**config.mk**
```make
export PLATFORM = sky130hd
export DESIGN_NAME = ram4k_bist
export DESIGN_NICKNAME = d
export VERILOG_FILES = /design/src/rtl/ram4k_bist.sv
export SDC_FILE = /design/constraint.sdc
export NUM_CORES = 1
export LEC_CHECK = 0
export ABC_AREA = 1
export CORE_ASPECT_RATIO = 1.2
export CORE_MARGIN = 3
export CORE_UTILIZATION = 25
export CTS_CLUSTER_DIAMETER = 100
export CTS_CLUSTER_SIZE = 20
export DETAILED_ROUTE_END_ITERATION = 6
export HOLD_SLACK_MARGIN = 0.12
export PLACE_DENSITY = 0.46
export SLEW_MARGIN = 40
export SYNTH_ARGS = -nofsm -noshare
export SYNTH_HDL_FRONTEND = slang
export SYNTH_SLANG_ARGS = --single-unit
```
**constraint.sdc**
```tcl
create_clock -name clk -period 2.1 [get_ports clk]
set_input_delay 0.315 -clock clk [delete_from_list [all_inputs] [get_ports clk]]
set_output_delay 0.315 -clock clk [all_outputs]
set_load 0.1 [all_outputs]
```
**src/rtl/ram4k_bist.sv**
```systemverilog
// +----------------------------------------------------------------------------+
// | Module   : ram4k_bist                                                      |
// | Function : March-style write/read self-test initiator for the 4K x 8 RAM.  |
// | Revision : 1.0                                                             |
// +----------------------------------------------------------------------------+
`default_nettype none

module ram4k_bist #(
  parameter int                ADDR_W   = 12,
  parameter int                DATA_W   = 8,
  parameter logic [DATA_W-1:0] SEED     = 8'hA5,
  parameter int                READ_LAT = 1
) (
  input  logic              clk,
  input  logic              rst,
  input  logic              start,
  output logic              mem_we,
  output logic [ADDR_W-1:0] mem_addr,
  output logic [DATA_W-1:0] mem_din,
  input  logic [DATA_W-1:0] mem_dout,
  output logic              busy,
  output logic              done,
  output logic              pass,
  output logic [ADDR_W:0]   err_count,
  output logic [ADDR_W-1:0] first_err_addr,
  output logic              first_err_vld
);

  localparam int              c_depth      = 2 ** ADDR_W;
  localparam logic [ADDR_W:0] c_last       = (ADDR_W + 1)'(c_depth - 1);
  localparam logic [2:0]      c_drain_last = 3'(READ_LAT - 1);

  typedef enum logic [2:0] {
    S_IDLE  = 3'd0,
    S_WR    = 3'd1,
    S_RD    = 3'd2,
    S_DRAIN = 3'd3,
    S_DONE  = 3'd4
  } state_t;

  state_t              r_state, w_state;
  logic [ADDR_W:0]     r_a, w_a, w_a_inc;
  logic                r_we, w_we;
  logic [DATA_W-1:0]   r_din, w_din;
  logic                r_busy, w_busy;
  logic                r_done, w_done;
  logic                r_pass, w_pass;
  logic [ADDR_W:0]     r_err, w_err;
  logic [ADDR_W-1:0]   r_ferr_addr, w_ferr_addr;
  logic                r_ferr_vld, w_ferr_vld;
  logic [2:0]          r_drain, w_drain;
  logic                w_pv0;
  logic                w_mis;

  // Stage 0 tracks the address currently on mem_addr; stage READ_LAT lines up with mem_dout.
  logic                r_pv    [0:READ_LAT];
  logic [DATA_W-1:0]   r_pexp  [0:READ_LAT];
  logic [ADDR_W-1:0]   r_paddr [0:READ_LAT];

  assign w_a_inc = r_a + 1'b1;
  assign w_mis   = r_pv[READ_LAT] && (mem_dout != r_pexp[READ_LAT]);

  always_comb begin
    w_state     = r_state;
    w_a         = r_a;
    w_we        = 1'b0;
    w_din       = r_din;
    w_busy      = r_busy;
    w_done      = r_done;
    w_pass      = r_pass;
    w_drain     = r_drain;
    w_pv0       = 1'b0;
    w_err       = r_err;
    w_ferr_addr = r_ferr_addr;
    w_ferr_vld  = r_ferr_vld;

    if (w_mis) begin
      if (r_err != '1) w_err = r_err + 1'b1;
      if (!r_ferr_vld) begin
        w_ferr_addr = r_paddr[READ_LAT];
        w_ferr_vld  = 1'b1;
      end
    end

    case (r_state)
      S_IDLE, S_DONE: begin
        if (start) begin
          w_state     = S_WR;
          w_a         = '0;
          w_we        = 1'b1;
          w_din       = SEED;
          w_busy      = 1'b1;
          w_done      = 1'b0;
          w_pass      = 1'b0;
          w_err       = '0;
          w_ferr_addr = '0;
          w_ferr_vld  = 1'b0;
        end
      end
      S_WR: begin
        if (r_a == c_last) begin
          w_state = S_RD;
          w_a     = '0;
          w_pv0   = 1'b1;
        end else begin
          w_a   = w_a_inc;
          w_we  = 1'b1;
          w_din = w_a_inc[DATA_W-1:0] ^ SEED;
        end
      end
      S_RD: begin
        if (r_a == c_last) begin
          w_state = S_DRAIN;
          w_drain = '0;
        end else begin
          w_a   = w_a_inc;
          w_pv0 = 1'b1;
        end
      end
      S_DRAIN: begin
        if (r_drain == c_drain_last) begin
          w_state = S_DONE;
          w_busy  = 1'b0;
          w_done  = 1'b1;
          // Include the compare that closes on this same edge.
          w_pass  = (w_err == '0);
        end else begin
          w_drain = r_drain + 3'd1;
        end
      end
      default: w_state = S_IDLE;
    endcase
  end

  always_ff @(posedge clk) begin
    if (rst) begin
      r_state     <= S_IDLE;
      r_a         <= '0;
      r_we        <= 1'b0;
      r_din       <= '0;
      r_busy      <= 1'b0;
      r_done      <= 1'b0;
      r_pass      <= 1'b0;
      r_err       <= '0;
      r_ferr_addr <= '0;
      r_ferr_vld  <= 1'b0;
      r_drain     <= '0;
      for (int i = 0; i <= READ_LAT; i++) begin
        r_pv[i]    <= 1'b0;
        r_pexp[i]  <= '0;
        r_paddr[i] <= '0;
      end
    end else begin
      r_state     <= w_state;
      r_a         <= w_a;
      r_we        <= w_we;
      r_din       <= w_din;
      r_busy      <= w_busy;
      r_done      <= w_done;
      r_pass      <= w_pass;
      r_err       <= w_err;
      r_ferr_addr <= w_ferr_addr;
      r_ferr_vld  <= w_ferr_vld;
      r_drain     <= w_drain;
      r_pv[0]     <= w_pv0;
      r_pexp[0]   <= w_a[DATA_W-1:0] ^ SEED;
      r_paddr[0]  <= w_a[ADDR_W-1:0];
      for (int i = 1; i <= READ_LAT; i++) begin
        r_pv[i]    <= r_pv[i-1];
        r_pexp[i]  <= r_pexp[i-1];
        r_paddr[i] <= r_paddr[i-1];
      end
    end
  end

  assign mem_we         = r_we;
  assign mem_addr       = r_a[ADDR_W-1:0];
  assign mem_din        = r_din;
  assign busy           = r_busy;
  assign done           = r_done;
  assign pass           = r_pass;
  assign err_count      = r_err;
  assign first_err_addr = r_ferr_addr;
  assign first_err_vld  = r_ferr_vld;

endmodule

`default_nettype wire

```
==> metrics.md <==
| Metric | Value |
|---|---|
| Leakage | `0.00208 uW` |
| Total routed wirelength | `approximately 9900 um` |
| Max Fclk | `0.509 GHz` |
| Die area | `16,700 um2` |
| Dpl cells | `766` |
| Worst-Margin Slew | `472 ps` |
| Min Clock Period, post-route | `slightly below 2000 ps` |
| Starting DRC count in detailed routing | `249` |
| Share of flip-flops with an asynchronous set or reset | `0%` |
| Peak supply drop | `~650 uV` |
| WL/cell | `around 13 um` |
| Antenna Nets Post-Route | `0` |
| CP Max Fanout | `3` |
| Pwr/cell area | `1050 nW/um2` |
| Clock Path Buffers | `2` |
| Fillcell total | `around 1,600` |
| Clk sink count | `79` |
| Gpl congestion | `0.840` |
| Antenna violations before repair | `0` |
| Clock Pin Slew Worst Setup and Hold Paths | `~70 ps` |
| Post-Synthesis Cells | `514` |
| Post-synthesis register bit count | `79` |
| Diode count | `0` |
| Kind of critical path | `reg -> reg` |
| Die width | `between 100 and 150 um` |
| Post-route clock period utilization | `93.5%` |
| Distinct cell type count after synthesis | `43` |
| Clk_skew | `around 11 ps` |
| Rows | `48` |
| Seq/Total Area, Yosys | `41.7%` |
| Seq. cell area | `1600 um2` |
| Max Cap Violations | `0` |
| Vias in the first global route | `3,225` |
| Synthesized area | `3790 um2` |
| Required @ worst endpoint | `2330 ps` |
| First-pass GRT wire length | `~16,000 um` |
| Port bufs | `60` |
| Largest net degree at the start of global routing | `32` |
| Final routed DRC violation total | `0` |
| Primary FF master, synth | `dfxtp_1` |
| Core Region | `14,600 um2` |
| Clock Root Buffer | `clkbuf_16` |
| Area of the multi-input gates | `~1800 um2` |
| Synth top area share | `a little over two fifths` |
| DR vias/cell | `4.30` |
| Worst-Skew Late Latency | `340 ps` |
| TritonCTS buffer count | `9` |
| Syn_nets | `530` |
| Final hold violations | `0` |
| Most frequent cells in the layout | `100 x nand2_1, 69 x inv_1, 68 x buf_4, 64 x dfxtp_1, 50 x nor2_1` |
| Global-route usage over all layers | `12.0%` |
| Die H | `141 um` |
| Most common cell after layout, fill and taps aside | `nand2_1` |
| Vias | `3,373` |
| Finish-stage setup viols | `0` |
| Final Cell Area | `just under 5000 um2` |
| # IOs | `61` |
| Synth Area per Inst | `7.37 um2` |
| Post-DP Area | `4540 um2` |
| Layout Utilization | `33.7%` |
| Kind of end point of the critical path | `register` |
| Yosys warnings | `0` |
| Share of cells above drive strength 1 | `25.9%` |
| Synth area leaders | `dfxtp_1 42%, nand2_1 9.9%, inv_1 6.8%` |
| Total grt overflow | `0` |
| Outcome | `complete, no violations` |
| Final std cells w/o fill | `slightly below 800` |
| Arr. time, crit path | `2190 ps` |
| H-Tree Depth | `3` |
| Post-synth EDFFs | `0` |
| Crit start category | `register` |
| Area delta synth->final | `29.8%` |
| Worst hold path class | `reg -> reg` |
| Drt first pass iters | `4` |
| CTS tree | `done` |
| Nets | `~600` |
| Initial Utilization | `26.0%` |
| Final Max Slew Viols | `0` |
| Post-synth top area cell | `dfxtp_1` |
| Slew headroom | `68.5%` |
| Dpl hpwl | `7540 um` |
==> area by class of cell <==
cell class	count	area share (%)
timing repair buffer	81	13.6
clock buffer	9	4.58
clock inverter	6	1.91
sequential	79	32.5
tap	200	5.09
multi-input combinational	333	36.5
inverter	76	5.82
==> synth_stat cells (2+ instances only) <==
cell,instances
a21oi_1,34
nand2_1,100
xnor2_1,7
nand3b_1,4
xor2_1,4
nor2_1,50
nor2_2,9
inv_1,69
nor2_4,3
o21a_1,2
nand3_2,2
nand3_1,31
a211oi_1,2
buf_1,2
o21ai_2,2
nand2_2,13
o21ai_1,3
inv_2,6
o21ai_0,31
nor3_2,3
nor3_4,2
nor3_1,5
buf_6,2
dfxtp_1,79
buf_4,12
a22o_1,3
nand4_1,5
o22ai_2,2
ha_1,5
clkbuf_1,5
buf_2,5
==> cell families (layout without fill, tap and decap cells) <==
family	after synthesis	count (layout)	synth area share [%]
adder cells (fa/ha/maj)	5	5	1.65
flip-flops	79	79	41.7
buffers and inverters	102	172	11.9
AND/OR/NAND/NOR	232	232	29.1
AO/OA/AOI/OAI	85	85	13.1
XOR/XNOR	11	11	2.54
==> path summary, 6_finish.rpt <==
path | from | depth (start not counted) | slack (ps) | end
worst max register to register | r_a[0] | 13 | 140 | r_pexp[0][0]
worst min register to register | r_pexp[0][2] | 2 | 400 | r_pexp[0][10]
worst min-delay path | r_pexp[0][2] | 2 | 400 | r_pexp[0][10]
worst max-delay path | r_a[0] | 13 | 140 | r_pexp[0][0]
==> power by group <==
part           switching, uW  leakage [uW]  total, uW  internal [uW]
clock                    638      0.000152       1680           1040
combinational           1350       0.00128       1770            420
sequential              87.8      0.000649       1730           1640
==> layer usage <==
metal | global-route usage, % | routed length [um]
met5 | 0 | 0
met4 | 4.39 | 143
met3 | 2.89 | 401
met2 | 19.8 | 4640
met1 | 15.4 | 4750
==> worst max-delay path, cell delays in order (launching register included) <==
cell     delay [ps]
dfxtp_2         360
ha_4            140
nand2_2          70
nor2_4          100
nand2_2          90
nor2_4          140
nand2_1          80
nor2_1          120
nand2_1          90
ha_1            270
o21ai_0         180
a21oi_1          80
inv_1            80
nor2_1           40
==> through the flow <==
stage	total power, uW	hold slack, ps	worst slack, ps	setup TNS, ps
floorplan	3090	388	14.7	0
global placement	3510	393	-28.4	-28.4
detailed placement	3530	395	-29.1	-29.1
CTS	5240	403	84.1	0
global route	5430	416	-9.10	-9.10
finish	5180	403	136	0
==> what timing repair did <==
item                                    4_1_cts  5_1_grt
hold buffers                                  0        0
buffers inserted                              0        3
endpoints found under the hold margin         0        0
resized for setup                             0        8
endpoints found under the setup margin        0        3
Power figures use the tool's default switching activity.
